### config.mk
export PLATFORM = sky130hd
export DESIGN_NAME = bs_accum_array32
export DESIGN_NICKNAME = d
export VERILOG_FILES = /design/src/rtl/bs_accum_pkg.sv /design/src/rtl/bs_accum_lane.sv /design/src/rtl/bs_accum_array32.sv
export SDC_FILE = /design/constraint.sdc
export NUM_CORES = 1
export LEC_CHECK = 0
export BUFFER_PORTS_ARGS = -buffer_cell sky130_fd_sc_hd__buf_2
export CAP_MARGIN = 20
export CORE_UTILIZATION = 53
export DETAILED_ROUTE_END_ITERATION = 8
export PLACE_DENSITY = 0.76
export SYNTH_ARGS = -nofsm -noshare
export SYNTH_HDL_FRONTEND = slang
export SYNTH_SLANG_ARGS = --single-unit
### constraint.sdc
create_clock -name clk -period 2 [get_ports clk]
set_clock_uncertainty 0.05 [all_clocks]
set_input_delay 0.4 -clock clk [delete_from_list [all_inputs] [get_ports clk]]
set_output_delay 0.4 -clock clk [all_outputs]
set_load 0.05 [all_outputs]
### src/rtl/bs_accum_pkg.sv
// Shared types and helpers for the bitstream accumulator array.
//   state_e    : window FSM states (idle, accumulating, holding a result)
//   win_last   : window counter value on the final enabled cycle of a window
//   half_scale : bipolar decode offset, half of the window length
package bs_accum_pkg;

   typedef enum logic [1:0] {
      StIdle = 2'd0,
      StAcc  = 2'd1,
      StHold = 2'd2
   } state_e;

   function automatic int unsigned win_last(input int unsigned cwid);
      return (32'd1 << cwid) - 32'd1;
   endfunction

   function automatic int unsigned half_scale(input int unsigned cwid);
      return 32'd1 << (cwid - 32'd1);
   endfunction

endpackage

### src/rtl/bs_accum_lane.sv
// One bitstream lane: ones accumulator plus result register.
// Optional feature macro: BS_ACCUM_BIPOLAR_EN (result = ones - 2^(CWID-1), two's complement).
// Ports:
//   clk, rst_n : clock, asynchronous active-low reset
//   clr_i      : clear the accumulator (start of a window)
//   tick_i     : enabled bitstream cycle, add bit_i into the accumulator
//   load_i     : final enabled cycle, transfer accumulator + bit_i into cnt_o
//   bit_i      : this lane's bitstream bit
//   cnt_o      : decoded result, CWID+1 bits
module bs_accum_lane
   import bs_accum_pkg::*;
#(
   parameter int unsigned CWID = 10
) (
   input  logic          clk,
   input  logic          rst_n,
   input  logic          clr_i,
   input  logic          tick_i,
   input  logic          load_i,
   input  logic          bit_i,
   output logic [CWID:0] cnt_o
);

   localparam int unsigned OWID = CWID + 1;

`ifdef BS_ACCUM_BIPOLAR_EN
   localparam logic [OWID-1:0] Offset = OWID'(half_scale(CWID));
`else
   localparam logic [OWID-1:0] Offset = '0;
`endif

   logic [OWID-1:0] acc_q, acc_d;
   logic [OWID-1:0] cnt_q, cnt_d;
   logic [OWID-1:0] sum;

   // The final sample is folded in here so the result lands on the same edge.
   assign sum = acc_q + OWID'(bit_i);

   always_comb begin
      acc_d = acc_q;
      cnt_d = cnt_q;
      if (clr_i) begin
         acc_d = '0;
      end else if (tick_i) begin
         acc_d = sum;
      end
      if (load_i) begin
         cnt_d = sum - Offset;
      end
   end

   always_ff @(posedge clk or negedge rst_n) begin
      if (!rst_n) begin
         acc_q <= '0;
         cnt_q <= '0;
      end else begin
         acc_q <= acc_d;
         cnt_q <= cnt_d;
      end
   end

   assign cnt_o = cnt_q;

endmodule

### src/rtl/bs_accum_array32.sv
// Bitstream decoder: counts ones in SDIM unary streams over a window of 2^CWID enabled cycles.
// A single window counter and FSM are shared; each lane owns its accumulator and result register.
// Optional feature macro: BS_ACCUM_BIPOLAR_EN (bipolar decode, see bs_accum_lane).
// Ports:
//   clk, rst_n : clock, asynchronous active-low reset
//   enable     : bitstream cycle qualifier, low freezes counting
//   start      : begin a window (in idle, or in hold together with outReady)
//   bitIn      : one bitstream bit per lane
//   busy       : window in progress
//   outValid   : cntOut holds a completed window
//   outReady   : downstream accepts the result
//   cntOut     : per-lane result, CWID+1 bits each
module bs_accum_array32
   import bs_accum_pkg::*;
#(
   parameter int unsigned CWID = 10,
   parameter int unsigned SDIM = 32
) (
   input  logic                      clk,
   input  logic                      rst_n,
   input  logic                      enable,
   input  logic                      start,
   input  logic [SDIM-1:0]           bitIn,
   output logic                      busy,
   output logic                      outValid,
   input  logic                      outReady,
   output logic [SDIM-1:0][CWID:0]   cntOut
);

   localparam logic [CWID-1:0] WinLast = CWID'(win_last(CWID));

   state_e          state_q, state_d;
   logic [CWID-1:0] win_q, win_d;
   logic            clr, tick, load;

   always_comb begin
      state_d = state_q;
      win_d   = win_q;
      clr     = 1'b0;
      tick    = 1'b0;
      load    = 1'b0;
      unique case (state_q)
         StIdle: begin
            if (start) begin
               state_d = StAcc;
               win_d   = '0;
               clr     = 1'b1;
            end
         end
         StAcc: begin
            if (enable) begin
               tick  = 1'b1;
               // Wraps to zero on the terminal sample.
               win_d = win_q + CWID'(1);
               if (win_q == WinLast) begin
                  load    = 1'b1;
                  state_d = StHold;
               end
            end
         end
         StHold: begin
            if (outReady) begin
               if (start) begin
                  state_d = StAcc;
                  win_d   = '0;
                  clr     = 1'b1;
               end else begin
                  state_d = StIdle;
               end
            end
         end
         default: begin
            state_d = StIdle;
         end
      endcase
   end

   always_ff @(posedge clk or negedge rst_n) begin
      if (!rst_n) begin
         state_q <= StIdle;
         win_q   <= '0;
      end else begin
         state_q <= state_d;
         win_q   <= win_d;
      end
   end

   assign busy     = (state_q == StAcc);
   assign outValid = (state_q == StHold);

   for (genvar j = 0; j < SDIM; j++) begin : g_lane
      bs_accum_lane #(
         .CWID (CWID)
      ) u_lane (
         .clk    (clk),
         .rst_n  (rst_n),
         .clr_i  (clr),
         .tick_i (tick),
         .load_i (load),
         .bit_i  (bitIn[j]),
         .cnt_o  (cntOut[j])
      );
   end

endmodule
## Yosys cells after proc, flatten, opt, wreduce, memory -nomap -nowiden

Cells that the tools add are included.

- Register bits after elaboration: 716
- Latch bits: 0
- Bits in writable memories: 0
- Memory bits (read-only): 0
- Output and inout port bits: 354
- Logic and storage cells: 193
- Memories kept: 0

- Add/subtract/negate cells: 33
- Multiply operators: 0
- Divide/modulo/power cells: 0
- Magnitude comparators: 0
- Equality and inequality tests: 7
- Shift operators: 0
- Mux-type cells: 82
- Bitwise logic cells: 0
- Reductions and logical operators: 5

Operator list:

| kind | count |
|---|---|
| 2-to-1 mux 11 bit | 64 |
| adder 11 x 1 -> 11 bit | 32 |
| 2-to-1 mux 10 bit | 3 |
| case mux 10 bit (3 select lines) | 1 |
| adder 10 x 1 -> 10 bit, second input constant | 1 |
| == test 10 bit, second input constant | 1 |
| 2-to-1 mux 1 bit | 8 |
| 2-to-1 mux 2 bit | 4 |
| case mux 2 bit (3 select lines) | 1 |
| inequality test 2 x 1 -> 1 bit, second input constant | 2 |
| inequality test 2 bit, second input constant | 2 |
| AND reduction 4 bit | 1 |
| AND reduction 3 bit | 1 |
| nonzero test 3 bit | 1 |
| == test 2 x 1 -> 1 bit, second input constant | 1 |
| == test 2 bit, second input constant | 1 |
| logical NOT 2 bit | 1 |
| case mux 1 bit (2 select lines) | 1 |
| nonzero test 2 bit | 1 |

## Longest topological paths before layout

- Word-level depth: 4
- Depth in mapped cells: 9
- Gate-level depth less buffers: 6

## Hierarchy

Synthesis repeated with hierarchy kept, for this count alone.

- Cell total of the unflattened synthesis: 3618
- Area total of the unflattened synthesis: 35939.5 um2

By module, submodules not included:

| module | instances | cells each | area each (um2) | seq. area each (um2) |
|---|---|---|---|---|
| bs_accum_lane | 32 | 111 | 1103.6 | 550.5 |
| bs_accum_array32 | 1 | 66 | 625.6 | 300.3 |

## Worst setup path before layout

OpenSTA, ideal clock, no wires.

- Kind: register -> register
- Start: reg win_q[0]
- End: reg g_lane[0].u_lane.cnt_q[2]
- Library setup time: 132 ps
- Arrival time: 1860 ps
- Required time: 1818 ps
- Path slack: -43 ps
- Stages on the path, launching flop included: 10
- Period minus slack after synthesis: 2043 ps
- Path through: dfrtp_1 ha_1 nand3_2 or4_1 buf_2 buf_6 buf_6 buf_6 nand2_1 o21ai_1

- Word-level cells in the longest chain between the ends: 4

RTL lines:

| item | RTL line | RTL |
|---|---|---|
| start: declaration | bs_accum_array32.sv:33 | `logic [CWID-1:0] win_q, win_d;` |
| start signal: assignment | bs_accum_array32.sv:84 | `win_q <= win_d;` |
| == test 10 bit | bs_accum_array32.sv:55 | `if (win_q == WinLast) begin` |
| 2-to-1 mux 1 bit | bs_accum_array32.sv:55 |  |
| 2-to-1 mux 1 bit | bs_accum_array32.sv:51 | `if (enable) begin` |
| 2-to-1 mux 1 bit | bs_accum_array32.sv:42 | `unique case (state_q)` |
| end signal: assignment | bs_accum_lane.sv:58 | `cnt_q <= cnt_d;` |
| end: declaration | bs_accum_lane.sv:33 | `logic [OWID-1:0] cnt_q, cnt_d;` |

Every way passes these cells.
A chain may end at the register's enable or synchronous reset.

## Worst setup path in the final report

- Start: reg state_q[1]
- End: reg g_lane[6].u_lane.cnt_q[9]

- Word-level cells in the longest chain between the ends: 2

RTL lines:

| item | RTL line | RTL |
|---|---|---|
| start: declaration | bs_accum_array32.sv:32 | `state_e state_q, state_d;` |
| start signal: assignment | bs_accum_array32.sv:80 | `state_q <= StIdle;` |
| start signal: assignment | bs_accum_array32.sv:83 | `state_q <= state_d;` |
| == test 2 x 1 -> 1 bit | bs_accum_array32.sv:42 |  |
| 2-to-1 mux 1 bit | bs_accum_array32.sv:42 |  |
| end signal: assignment | bs_accum_lane.sv:58 |  |
| end: declaration | bs_accum_lane.sv:33 |  |

Every way passes these cells.

==> run summary <==
Fin nets - 4065
Period minus WS final - 1.98 ns
Remaining Overflow, GRT - 0
Post-synth top area cell - dfrtp_1
Final ANT Viol Nets - 0
Simple-gate share of the synthesized area - 0.167
Inst Count DP - 4714
Via count - 27772
Worst path slowest cell - dfrtp_1
R2R cell count - 8
WP data arrival - 2.45 ns
Met2 GRT Util - 0.425
Post-route setup slack - 0.0219 ns
Slew Limit Fails - 0
Number of synthesized flops with an enable pin - 0
Antenna fix cells - 0
Pleak - 19.2 nW
Final period util - 0.989
R2R setup slack - 0.02 ns
Critical Path RT - 2.47 ns
Levels on crit path - 8
Fmax - 506 MHz
Buffers and inverters on the worst path - 4
Worst flop-to-flop path endpoint - g_lane[6].u_lane.cnt_o[9]
DRC viols - 0
Filler Cell Count - 4952
Slew headroom - 0.637
VDD IR max - 0.000644 V
Synth Register Bits - 716
Initial antenna violation count - 1
CTS Sinks - 716
Worst Hold Depth - 4
Adder-cell share of the synthesized area - 0.0240
Final Instance Count excl. Fillers - 4867
Setup violators final - 0
Xor/xnor share of the synthesized area - 0.0754
Gr usage total - 0.261
DIE AREA - 65000 um2
Min-delay src - bitIn[28]
Count leader, synth - dfrtp_1
YS warnings - 0
1st-iter DRT viols - 2061
Multi-input combinational cell area - 14900 um2
Critical Path Sink Type - flop
P_sw - 0.00864 W
Drt first pass iters - 5
Met1 Track Usage GR - 0.356
Status - complete, no violations
Worst hold path type - in -> reg
Row count - 92
CTS tree - yes
DR WL/cell - 17.9 um
Tightest hold margin - 0.0910 ns
IO Pins - 391
Final core utilization - 0.647
Maximum buffer depth of the clock tree - 3
P_int - 0.0255 W
Synth Area in Compound Gates - 0.167
PwrDens - 836 nW/um2
CP delay by family, top - simple AND/OR/NAND/NOR gates
Worst r2r src - state_q[1]
Initial Util - 0.537
Synth top cells by count - dfrtp_1, nand2_1, o21ai_0
Top post-synthesis cells by area - dfrtp_1, nand2_1, xnor2_1
Area growth syn-to-layout - 20.5%
Post-Syn Instances - 3543
CTS Root Cell - clkbuf_16
Gate power share - 0.097
Vias in the first global route - 26726
CP most frequent cell - buf_6
RSZ-0062 raised after global routing - yes
Synth unique cells - 47
Final hold violations - 0
Max-cap violation count - 0
Core ar. - 63200 um2
Power share of the clock group - 0.433
Global route hottest layer - met2
Num CTS Buffers - 77
Largest stage delay on the critical path - 0.40 ns
Placer Congestion - 0.862
Asr flop ratio synth - 1.00
GR Util met3 - 0.0479
Reg power frac - 0.470
Critical Path, Cell by Cell - buf_6 -> nand4b_1 -> nor4_4 -> buf_6 -> buf_12 -> clkbuf_16 -> nor2_1 -> a21oi_1
Max Fanout on Critical Path - 6
Most used flip-flop cell after synthesis - dfrtp_1
Worst slack at placement - -0.137 ns
First-pass GRT wire length - 137000 um
Synth top area share - 0.528
Layout cells sized above 1 - 0.185
Power consumption - 0.0342 W
CP startpoint kind - flop
Final WL - 87300 um
Port Buf Inserts - 390
Largest family of logic cells by synthesized area - simple AND/OR/NAND/NOR gates
Worst-path clk slew - 0.06 ns
Sequential cell area - 17900 um2
Vias per cell - 5.71
Crit path kind - reg -> reg
Synthesized Nets - 3645
Die Span Y - 255 um
Post-DP HPWL - 58200 um
CP startpoint - state_q[1]
Post-Syn Area per Cell - 9.58 um2
Hold path endpoint - g_lane[28].u_lane.cnt_o[0]
Switching share of total power - 0.253
Die X - 255 um
Mapped Area - 33900 um2
Worst slew pin tran - 0.539 ns
Clk_lat worst skew - 0.62 ns
Maximum level of the CTS H-tree - 3
Multiplexer share of the synthesized area - 0.000885
Largest net degree at the start of global routing - 81
Seq/Total Area, Yosys - 0.528
==> worst reg2reg max path: cells and delay by family (launching register included) <==
| kind | cells | cell delay (ns) |
|---|---|---|
| and+or+nand+nor | 3 | 0.68 |
| DFF | 1 | 0.40 |
| AOI/OAI and AO/OA | 1 | 0.12 |
| buffers and inverters | 4 | 0.65 |
==> placed cells by master (no fill, tap or decap), types with 102 or more instances in the layout <==
master	netlist	routed
dfrtp_1	716	716
nand2_1	597	593
buf_2	47	387
o21ai_0	273	273
o21ai_1	226	225
nor2_1	238	224
xnor2_1	199	199
a21oi_1	154	142
a22o_1	136	136
nand3_1	120	120
buf_4	0	102
==> worst max path at each step <==
stage / to / slack [ns]
after detailed placement: g_lane[30].u_lane.cnt_o[9] / -0.14
after global placement: g_lane[13].u_lane.cnt_o[10] / -0.07
final: g_lane[6].u_lane.cnt_o[9] / 0.02
after floorplan: g_lane[10].u_lane.cnt_o[5] / -0.03
after global routing: g_lane[10].u_lane.cnt_o[2] / -0.06
after CTS: outValid / 0.008
==> power groups by stage <==
stage	registers [W]	clock network (W)	logic, W
final	0.0161	0.0148	0.00331
after global routing	0.0162	0.0156	0.00372
after CTS	0.0160	0.0151	0.00331
after detailed placement	0.0163	0	0.00328
after global placement	0.0162	0	0.00319
after floorplan	0.0160	0	0.00211
==> per-stage QoR <==
| step | TNS (ns) | area (um2) |
|---|---|---|
| detailed placement | -2.94 | 37700 |
| CTS | 0 | 40400 |
| finish | 0 | 40900 |
| global route | -0.982 | 40900 |
| floorplan | -5.77 | 34000 |
| global placement | -1.61 | 37700 |
==> per-layer routing <==
| layer | vias up | share of wire |
|---|---|---|
| li1 | 13192 | - |
| met3 | 136 | 0.063 |
| met2 | 785 | 0.48 |
| met1 | 13657 | 0.43 |
| met4 | 2 | 0.021 |
| met5 | - | 0.00015 |
==> logic make-up after synthesis <==
kind of cell               Yosys count
buffers and inverters              266
and+or+nand+nor                   1247
xor gates and xnor gates           292
adders and majority gates           65
muxes                                3
DFF                                716
AOI/OAI and AO/OA                  954
==> cell type report <==
class / instances / share of cell area
clock buffer: 102 / 0.0539
inverter: 40 / 0.00379
tap: 846 / 0.0259
multi-input combinational: 2561 / 0.364
clock inverter: 35 / 0.0105
timing repair buffer: 567 / 0.103
sequential: 716 / 0.438
==> what timing repair did <==
item / CTS / global route
gates cloned: 0 / 10
buffers inserted: 1 / 4
setup endpoints to repair: 81 / 168
endpoints found under the hold margin: 186 / 0
resized for setup: 13 / 53
hold buffers: 1 / 0
pin swaps: 0 / 5
==> state kept, by name, summed over array words and instances, names as in the netlist <==
| register | flops |
|---|---|
| state_q | 2 |
| g_lane.u_lane.cnt_o | 352 |
| g_lane.u_lane.acc_q | 352 |
| win_q | 10 |
Power figures use the tool's default switching activity.
